$ cat src/rtl/gpio_mulpop.sv
// Bus-mapped unsigned shift-add multiplier that also counts the ones in the low product word.
// Result, popcount and status are read over the emulator bus; gpio_out shows completed operations.
module gpio_mulpop #(
    parameter int          DW    = 24,
    parameter logic [15:0] BASE  = 16'h0380,
    parameter int          CNT_W = 16
) (
    input  logic        clk,
    input  logic        reset,
    input  logic [15:0] saddress,
    input  logic        srd,
    input  logic        swr,
    input  logic [31:0] sdata_in,
    output logic [31:0] sdata_out,
    input  logic [31:0] gpio_in,
    input  logic        gpio_latch,
    output logic [31:0] gpio_in_s_insp,
    output logic [31:0] gpio_out
);
    localparam int PW = 2 * DW;
    localparam int IW = $clog2(DW);

    localparam logic [15:0] ADDR_A1 = BASE;
    localparam logic [15:0] ADDR_A2 = BASE + 16'h0008;
    localparam logic [15:0] ADDR_W  = BASE + 16'h0010;
    localparam logic [15:0] ADDR_L  = BASE + 16'h0018;
    localparam logic [15:0] ADDR_CS = BASE + 16'h0020;

    typedef enum logic [1:0] {S_IDLE, S_MULT, S_POP, S_DONE} state_t;

    state_t           r_state;
    state_t           w_state_nxt;
    logic             r_srd_d;
    logic             r_swr_d;
    logic [DW-1:0]    r_a1;
    logic [DW-1:0]    r_a2;
    logic [DW-1:0]    r_a1_snap;
    logic [DW-1:0]    r_a2_snap;
    logic [PW-1:0]    r_acc;
    logic [IW-1:0]    r_idx;
    logic [31:0]      r_w;
    logic [5:0]       r_l;
    logic             r_valid;
    logic             r_err;
    logic [CNT_W-1:0] r_cnt;
    logic [31:0]      r_sdata_out;
    logic [31:0]      r_gpio_cap;

    logic             w_rd;
    logic             w_wr;
    logic             w_start;
    logic             w_err_evt;
    logic             w_busy;
    logic [PW-1:0]    w_addend;
    logic [63:0]      w_acc64;
    logic [31:0]      w_acc_lo;
    logic [31:0]      w_status;
    logic [31:0]      w_rd_data;
    logic             w_unused_sdata;

    function automatic logic [5:0] popcount32(input logic [31:0] v);
        logic [5:0] n;
        n = '0;
        for (int k = 0; k < 32; k++) n = n + {5'b0, v[k]};
        return n;
    endfunction

    function automatic logic fits_32(input logic [63:0] p);
        return p[63:32] == 32'd0;
    endfunction

    // Operand bits above DW are ignored on A1/A2 writes.
    assign w_unused_sdata = ^sdata_in;

    assign w_rd      = srd & ~r_srd_d;
    assign w_wr      = swr & ~r_swr_d;
    assign w_busy    = (r_state != S_IDLE);
    assign w_start   = w_wr && (saddress == ADDR_CS) && (r_state == S_IDLE);
    assign w_err_evt = w_wr && (saddress == ADDR_CS) && (r_state != S_IDLE);

    assign w_addend = r_a2_snap[r_idx] ? (PW'(r_a1_snap) << r_idx) : '0;
    assign w_acc64  = 64'(r_acc);
    assign w_acc_lo = w_acc64[31:0];
    assign w_status = {28'b0, r_err, w_busy, ~w_busy, r_valid};

    always_comb begin
        w_rd_data = '0;
        if (saddress == ADDR_W)       w_rd_data = r_w;
        else if (saddress == ADDR_L)  w_rd_data = {26'b0, r_l};
        else if (saddress == ADDR_CS) w_rd_data = w_status;
    end

    always_comb begin
        w_state_nxt = r_state;
        case (r_state)
            S_IDLE:  if (w_start) w_state_nxt = S_MULT;
            S_MULT:  if (r_idx == IW'(DW - 1)) w_state_nxt = S_POP;
            S_POP:   w_state_nxt = S_DONE;
            S_DONE:  w_state_nxt = S_IDLE;
            default: w_state_nxt = S_IDLE;
        endcase
    end

    always_ff @(posedge clk) begin
        if (reset) r_state <= S_IDLE;
        else       r_state <= w_state_nxt;
    end

    always_ff @(posedge clk) begin
        if (reset) begin
            r_srd_d <= 1'b0;
            r_swr_d <= 1'b0;
            r_a1    <= '0;
            r_a2    <= '0;
        end else begin
            r_srd_d <= srd;
            r_swr_d <= swr;
            if (w_wr && saddress == ADDR_A1) r_a1 <= sdata_in[DW-1:0];
            if (w_wr && saddress == ADDR_A2) r_a2 <= sdata_in[DW-1:0];
        end
    end

    // Datapath: snapshot on start, one multiplier bit per MULT clock, publish in POP.
    always_ff @(posedge clk) begin
        if (reset) begin
            r_a1_snap <= '0;
            r_a2_snap <= '0;
            r_acc     <= '0;
            r_idx     <= '0;
            r_w       <= '0;
            r_l       <= '0;
            r_valid   <= 1'b1;
        end else begin
            case (r_state)
                S_IDLE: begin
                    if (w_start) begin
                        r_a1_snap <= r_a1;
                        r_a2_snap <= r_a2;
                        r_acc     <= '0;
                        r_idx     <= '0;
                    end
                end
                S_MULT: begin
                    r_acc <= r_acc + w_addend;
                    r_idx <= r_idx + 1'b1;
                end
                S_POP: begin
                    r_w     <= w_acc_lo;
                    r_l     <= popcount32(w_acc_lo);
                    r_valid <= fits_32(w_acc64);
                end
                default: ;
            endcase
        end
    end

    // A rejected start in the same clock as a STATUS read leaves err set.
    always_ff @(posedge clk) begin
        if (reset)                           r_err <= 1'b0;
        else if (w_err_evt)                  r_err <= 1'b1;
        else if (w_rd && saddress == ADDR_CS) r_err <= 1'b0;
    end

    always_ff @(posedge clk) begin
        if (reset) begin
            r_cnt       <= '0;
            r_sdata_out <= '0;
            r_gpio_cap  <= '0;
        end else begin
            if (r_state == S_DONE) r_cnt <= r_cnt + 1'b1;
            if (w_rd)              r_sdata_out <= w_rd_data;
            if (gpio_latch)        r_gpio_cap <= gpio_in;
        end
    end

    assign sdata_out      = r_sdata_out;
    assign gpio_in_s_insp = r_gpio_cap;
    assign gpio_out       = 32'(r_cnt);

endmodule

$ cat config.mk
export PLATFORM = sky130hd
export DESIGN_NAME = gpio_mulpop
export DESIGN_NICKNAME = d
export VERILOG_FILES = /design/src/rtl/gpio_mulpop.sv
export SDC_FILE = /design/constraint.sdc
export NUM_CORES = 1
export LEC_CHECK = 0
export CORE_MARGIN = 5
export CORE_UTILIZATION = 50
export CTS_CLUSTER_SIZE = 8
export DETAILED_ROUTE_END_ITERATION = 16
export DONT_BUFFER_PORTS = 1
export GPL_TIMING_DRIVEN = 1
export HOLD_SLACK_MARGIN = 0.1
export SLEW_MARGIN = 20
export SYNTH_ARGS = -nofsm -noshare
export SYNTH_HDL_FRONTEND = slang
export SYNTH_SLANG_ARGS = --single-unit
export TNS_END_PERCENT = 50
$ cat constraint.sdc
create_clock -name clk -period 6.6 [get_ports clk]
set_input_delay 1.98 -clock clk [delete_from_list [all_inputs] [get_ports clk]]
set_output_delay 1.98 -clock clk [all_outputs]
set_load 0.005 [all_outputs]
==> qor.csv, run 1 <==
stage,metric,value,unit
clock_tree,cts_setup_buffers,0,
sta,maxClockFrequency,183,MHz
floorplan,die_y,183,um
yosys,synthDistinctLibCells,72,
sta,fin_crit_sh,83.0,%
power,power,3.56,mW
routing,ant_nets,0,
setup_path,worst_ep_arrival_time,5880,ps
power,total_leakage_power,6.15,nW
clock_tree,cts_resized,0,
yosys,synth.avg_cell_area,8.47,sq um
clock_tree,cts_max_level,2,
setup_path,cpLargestDelayFamily,compound AO/OA/AOI/OAI gates,
yosys,synthesis.instances,1776,
global_route,grt_max_degree,248,
setup_path,slowest_delay,720,ps
sta,finalSetupTns,0,ps
place,dp.cells,2068,
setup_path,r2r_setup_slack,1120,ps
yosys,synth_commonest_cells,"273 x dfxtp_1, 269 x nor2_1, 197 x nand2_1",
global_route,grt_overflow,0,
yosys,synth_top_area_cell,dfxtp_1,
global_route,antenna_found_initial,0,
yosys,yosys-top-cells-area,"dfxtp_1 36%, mux2i_1 10%, nor2_1 6.7%",
floorplan,coreArea,0.0296,sq mm
finish,finalNonFillerCells,2113,
yosys,synth-adder-area-share,8.32,%
clock_tree,hold_buffers,0,
yosys,synthMuxAreaShare,13.5,%
finish,areaGrowthSynthToFinish,7.99,%
place,gp_congestion,0.911,
setup_path,ff2ff_path_depth,16,
place,port-buffer-count,0,
setup_path,path_class,reg -> reg,
place,placed_area,0.0152,sq mm
finish,drive_gt1_share,6.56,%
yosys,synth_top_family_by_area,simple AND/OR/NAND/NOR gates,
place,place_hpwl,27000,um
yosys,postSynth.asyncResetShare,0,%
setup_path,crit_required,7000,ps
clock_tree,worstSkewPairLatency,540,ps
setup_path,crit_slowest_cell,dfxtp_2,
setup_path,worstReg2RegEnd,r_acc[44]$_SDFFE_PP0P_,
power,ir_drop,188,uV
yosys,synth-compound-area-share,15.8,%
sta,period_minus_slack,5480,ps
setup_path,cp_max_fo,24,
routing,vias,11967,
yosys,synth_top_area_share,36.3,%
setup_path,crit_end,r_acc[44]$_SDFFE_PP0P_,
min_path,hold_class,reg -> reg,
run,drv_cap,0,
floorplan,row_count,63,
clock_tree,cts_buffers,40,
routing,wire_per_inst,18.0,um
yosys,yosys.area_share.simple,17.2,%
sta,skew,23.3,ps
yosys,syn_area,0.0150,sq mm
floorplan,die_x,183,um
yosys,yosys.area_share.xor_xnor,3.20,%
global_route,first_global_vias,11635,
yosys,synth-edff-count,0,
setup_path,critical_path_depth,16,
setup_path,r2r_start,r_idx[1]$_SDFFE_PP0P_,
setup_path,path_cells,"buf_4, mux4_2, mux2i_1, or2_2, and2_1, nor2_1, ha_1, a21oi_1, o21ai_0, o32ai_1, o32ai_1, a211oi_1, nor3_1, a31oi_1, xor2_1, o21ai_1",
sta,setup-violations-final,0,
sta,relSlewSlack,44.0,%
yosys,yosys_register_bits,273,
sta,final_max_slew_viol_count,0,
finish,layout.nets,1890,
clock_tree,cts.sinks,273,
setup_path,crit_top_cell,o32ai_1,
clock_tree,cts.clk_slew.worst_paths,50,ps
setup_path,cp_num_buf_inv,1,
finish,antennaDiodeCount,0,
clock_tree,ctsRootBufferMaster,clkbuf_16,
setup_path,critPathLaunchType,flop,
yosys,yosys_warnings,0,
yosys,synthMostInstantiatedCell,dfxtp_1,
global_route,grt_pass1_wl,62500,um
yosys,ys_seq_area_share,36.3,%
power,p_per_area,219,mW/mm^2
routing,firstDrtPassIters,6,
floorplan,dieArea,0.0337,sq mm
routing,vias_per_cell,5.66,
sta,tightest_slew,833,ps
floorplan,ios,181,
routing,first_iter_violations,908,
clock_tree,cts_tree,yes,
setup_path,end_kind,flop,
yosys,synthFlopType,dfxtp_1,
floorplan,start_util,50.8,%
setup_path,startpoint,r_idx[1]$_SDFFE_PP0P_,
routing,drt_wl_total,38000,um
routing,drc,0,
global_route,grt_usage,22.4,%
sta,rsz0062_at_grt,false,
clock_tree,max-clock-path-buffers,3,
sta,hold_viol,0,
status,status,"complete, no violations",
finish,fin_area,0.0162,sq mm
-- final cells by class --
type / count / area [sq um]
Timing Repair Buffer: 17 / 128
Sequential cell: 273 / 5470
Multi-Input combinational cell: 1313 / 8800
Tap cell: 390 / 488
Clock inverter: 4 / 66.3
Inverter: 75 / 282
Fill cell: 2778 / 13400
Clock buffer: 41 / 1010
-- worst min-delay path by stage --
stage	start	end	slack (ps)	depth (start not counted)
2_1_floorplan	r_a2_snap[10]$_SDFFE_PP0P_	r_a2_snap[10]$_SDFFE_PP0P_	430	2
3_3_place_gp	r_a2_snap[16]$_SDFFE_PP0P_	r_a2_snap[16]$_SDFFE_PP0P_	430	2
3_5_place_dp	r_a2_snap[2]$_SDFFE_PP0P_	r_a2_snap[2]$_SDFFE_PP0P_	440	2
4_1_cts	r_a2_snap[2]$_SDFFE_PP0P_	r_a2_snap[2]$_SDFFE_PP0P_	450	2
5_1_grt	r_a2_snap[11]$_SDFFE_PP0P_	r_a2_snap[11]$_SDFFE_PP0P_	470	2
6_report	r_a2_snap[2]$_SDFFE_PP0P_	r_a2_snap[2]$_SDFFE_PP0P_	450	2
-- metrics by stage --
stage               setup WS [ps]  util (%)  hold WS [ps]
floorplan                    1710         -           429
finish                       1120      54.8           447
global route                  810      54.8           468
CTS                          1250      54.8           448
global placement             1310      51.2           435
detailed placement           1300      51.2           442
-- tightest hold or removal path, cell delays in order (launching register included) --
cell and delay, ps:
dfxtp_1 300, nand2_1 50, a21oi_1 50
-- cell usage in the layout, fill, tap and decap left out, types with 6 or more instances in the layout --
| master | instances |
|---|---|
| o21ai_1 | 22 |
| a31oi_1 | 7 |
| o211ai_1 | 6 |
| nand4_1 | 14 |
| mux4_2 | 17 |
| ha_1 | 59 |
| and2_1 | 12 |
| mux2i_1 | 151 |
| or2_2 | 6 |
| a21oi_1 | 136 |
| xnor2_1 | 25 |
| a211oi_1 | 19 |
| nor2_1 | 268 |
| nor4_1 | 9 |
| or3_1 | 7 |
| nand3_1 | 25 |
| xor2_1 | 30 |
| inv_1 | 75 |
| dfxtp_1 | 271 |
| o21bai_1 | 9 |
| nor3_1 | 14 |
| conb_1 | 16 |
| buf_4 | 17 |
| fa_1 | 25 |
| clkbuf_16 | 40 |
| nor2b_1 | 16 |
| and3_1 | 10 |
| nand2_1 | 197 |
| mux2_2 | 12 |
| a21o_1 | 33 |
| o21ai_0 | 46 |
| a22oi_1 | 45 |
-- routing by layer --
layer	wire (um)	vias up	track usage, %
li1	-	5984	-
met2	16900	364	35.3
met3	2390	58	5.07
met1	17800	5561	31.4
met4	894	0	5.21
met5	0	-	0
-- report_power, final --
group          total [mW]  leakage, nW  internal, mW  switching (mW)
Sequential           1.68         2.21          1.67          0.0137
Clock                1.81        0.526          1.09           0.719
Combinational      0.0752         3.42        0.0284          0.0468
Total                3.56         6.15          2.78           0.779
-- kinds of logic (layout without fill, tap and decap cells) --
family,Yosys count,in the layout
muxes,180,180
buffers and inverters,205,137
DFF,273,273
AOI/OAI and AO/OA,377,377
other,1,16
adders and majority gates,85,85
and+or+nand+nor,600,600
xor gates and xnor gates,55,55
-- flip-flops by register name, indices dropped and copies added, names as in the netlist, 2 cells and up --
signal	cells
r_a1_snap	24
r_a2_snap	24
r_a2	24
r_idx	5
r_w	32
r_cnt	16
r_l	6
sdata_out	32
r_state	2
r_a1	24
gpio_in_s_insp	32
r_acc	48
Note: power is estimated with default switching activity, not from simulation.
==> run 2: changes to the inputs <==
PLACE_DENSITY = 0.68   (was default)
clock period = 4.5 ns   (was 6.6 ns; I/O delays follow)
==> qor.csv, run 2 (synthesis results as in run 1) <==
stage,metric,value,unit
finish,layout_commonest_cell,dfxtp_1,
setup_path,slowest_delay,580,ps
sta,fin_ws,-240,ps
global_route,grt_max_degree,248,
sta,fin_crit_sh,105,%
finish,finalNonFillerCells,2277,
setup_path,worstReg2RegEnd,r_l[4]$_SDFFE_PP0P_,
setup_path,crit_top_cell,fa_1,
sta,rsz0062_at_grt,true,
place,dp.cells,2222,
clock_tree,cts.sinks,273,
global_route,first_global_vias,12619,
finish,layout.nets,2054,
clock_tree,cts_tree,yes,
setup_path,worst_ep_arrival_time,5200,ps
finish,drive_gt1_share,17.9,%
min_path,min_to,r_a1_snap[16]$_SDFFE_PP0P_,
status,status,"complete, but fails checks",
place,gp_congestion,0.959,
finish,areaGrowthSynthToFinish,18.8,%
routing,vias,12836,
floorplan,die_y,183,um
floorplan,die_x,183,um
floorplan,dieArea,0.0337,sq mm
floorplan,coreArea,0.0296,sq mm
clock_tree,cts.clk_slew.worst_paths,50,ps
finish,antennaDiodeCount,0,
sta,period_minus_slack,4740,ps
sta,setup-violations-final,4,
routing,firstDrtPassIters,5,
clock_tree,cts_buffers,40,
run,drv_cap,0,
setup_path,path_cells,"inv_1, fa_2, fa_1, fa_2, fa_1, fa_1, fa_1, inv_2, ha_4, fa_2, a21o_1, a21oi_2, xnor2_1, mux2i_1, nor2_1",
finish,seq_area,0.00548,sq mm
global_route,grt_pass1_wl,65100,um
routing,first_iter_violations,752,
power,ir_drop,311,uV
finish,multi_input_area,0.00909,sq mm
sta,final_max_slew_viol_count,0,
setup_path,crit_slowest_cell,fa_2,
finish,regMostFlops,r_acc,
clock_tree,max-clock-path-buffers,3,
routing,wire_per_inst,18.0,um
setup_path,r2r_setup_slack,-240,ps
routing,vias_per_cell,5.64,
sta,hold_viol,0,
floorplan,ios,181,
power,power,5.25,mW
global_route,grt_overflow,0,
min_path,hold_class,reg -> reg,
setup_path,cp_max_fo,2,
routing,drt_wl_total,40900,um
place,port-buffer-count,0,
clock_tree,worstSkewPairLatency,550,ps
clock_tree,hold_buffers,0,
setup_path,path_class,reg -> reg,
floorplan,row_count,63,
sta,tightest_slew,694,ps
min_path,min_path_cells,2,
sta,skew,29.8,ps
setup_path,ff2ff_path_depth,15,
power,total_leakage_power,7.04,nW
status,violations,setup timing,
place,place_hpwl,30200,um
setup_path,critPathLaunchType,flop,
global_route,antenna_found_initial,0,
setup_path,end_kind,flop,
global_route,grt_usage,23.5,%
finish,largest_register_ffs,48,
floorplan,start_util,50.8,%
min_path,worstHoldStart,r_a1[16]$_SDFFE_PP0P_,
sta,maxClockFrequency,211,MHz
clock_tree,ctsRootBufferMaster,clkbuf_16,
routing,drc,0,
sta,relSlewSlack,53.7,%
setup_path,crit_required,4960,ps
clock_tree,cts_max_level,2,
routing,ant_nets,0,
finish,fillers,2634,
finish,layout_common_cells,"266 x dfxtp_1, 265 x nor2_1, 196 x nand2_1",
power,p_per_area,294,mW/mm^2
setup_path,r2r_start,r_acc[25]$_SDFFE_PP0P_,
run 2: changes by cell type in the layout (fill, tap and decap cells not counted), sizes merged:
cell,previous run,this run
clkinv,1,4
buf,17,181
clkinvlp,1,0
inv,77,75
run 2: critical path: cells and delay by family, from the launching register on:
kind | cells | cell delay, ps
buffers and inverters | 2 | 110
XOR/XNOR | 1 | 130
flip-flops | 1 | 330
multiplexers | 1 | 100
AO/OA/AOI/OAI | 2 | 330
adder cells (fa/ha/maj) | 8 | 3530
AND/OR/NAND/NOR | 1 | 120
run 2: final cells by class:
class | instances | share of cell area, %
multi-input combinational | 1313 | 50.8
sequential | 273 | 30.7
clock buffer | 41 | 5.62
clock inverter | 4 | 0.553
inverter | 75 | 1.58
timing repair buffer | 181 | 8.02
tap | 390 | 2.73
run 2: stage by stage:
| step | utilization (%) | hold slack (ps) | setup TNS [ps] | cell area, sq um | setup WS, ps |
|---|---|---|---|---|---|
| floorplan | - | 429 | 0 | 15100 | 8.63 |
| global placement | 55.2 | 436 | -931 | 16400 | -213 |
| detailed placement | 55.2 | 444 | -1360 | 16400 | -220 |
| CTS | 59.1 | 443 | -581 | 17500 | -214 |
| global route | 60.3 | 462 | -1130 | 17900 | -402 |
| finish | 60.3 | 440 | -456 | 17900 | -240 |
run 2: worst max-delay path by stage:
stage | startpoint | end | slack, ps
2_1_floorplan | r_acc[27]$_SDFFE_PP0P_ | r_l[4]$_SDFFE_PP0P_ | 9
3_3_place_gp | r_acc[27]$_SDFFE_PP0P_ | r_l[4]$_SDFFE_PP0P_ | -210
3_5_place_dp | r_acc[27]$_SDFFE_PP0P_ | r_l[4]$_SDFFE_PP0P_ | -220
4_1_cts | r_acc[27]$_SDFFE_PP0P_ | r_l[4]$_SDFFE_PP0P_ | -210
5_1_grt | r_acc[27]$_SDFFE_PP0P_ | r_l[4]$_SDFFE_PP0P_ | -400
6_report | r_acc[25]$_SDFFE_PP0P_ | r_l[4]$_SDFFE_PP0P_ | -240
run 2: layer usage:
layer  GRT usage (%)  part of all wire (%)  routed length [um]
met1            30.1                    43               17400
met2            39.9                    48               19800
met3            5.28                   6.5                2640
met4            6.73                   2.6                1050
met5               0                     0                   0
run 2: report_power, final:
group	leakage (nW)	total [mW]	switching (mW)	internal (mW)
Clock	0.532	2.67	1.08	1.59
Sequential	2.21	2.47	0.0200	2.45
Combinational	4.30	0.115	0.0698	0.0450
run 2: what timing repair did:
item,CTS,global route
hold endpoints to repair,0,0
buffers inserted,1,9
gates resized for setup,13,67
pin swaps,5,30
setup endpoints to repair,14,22
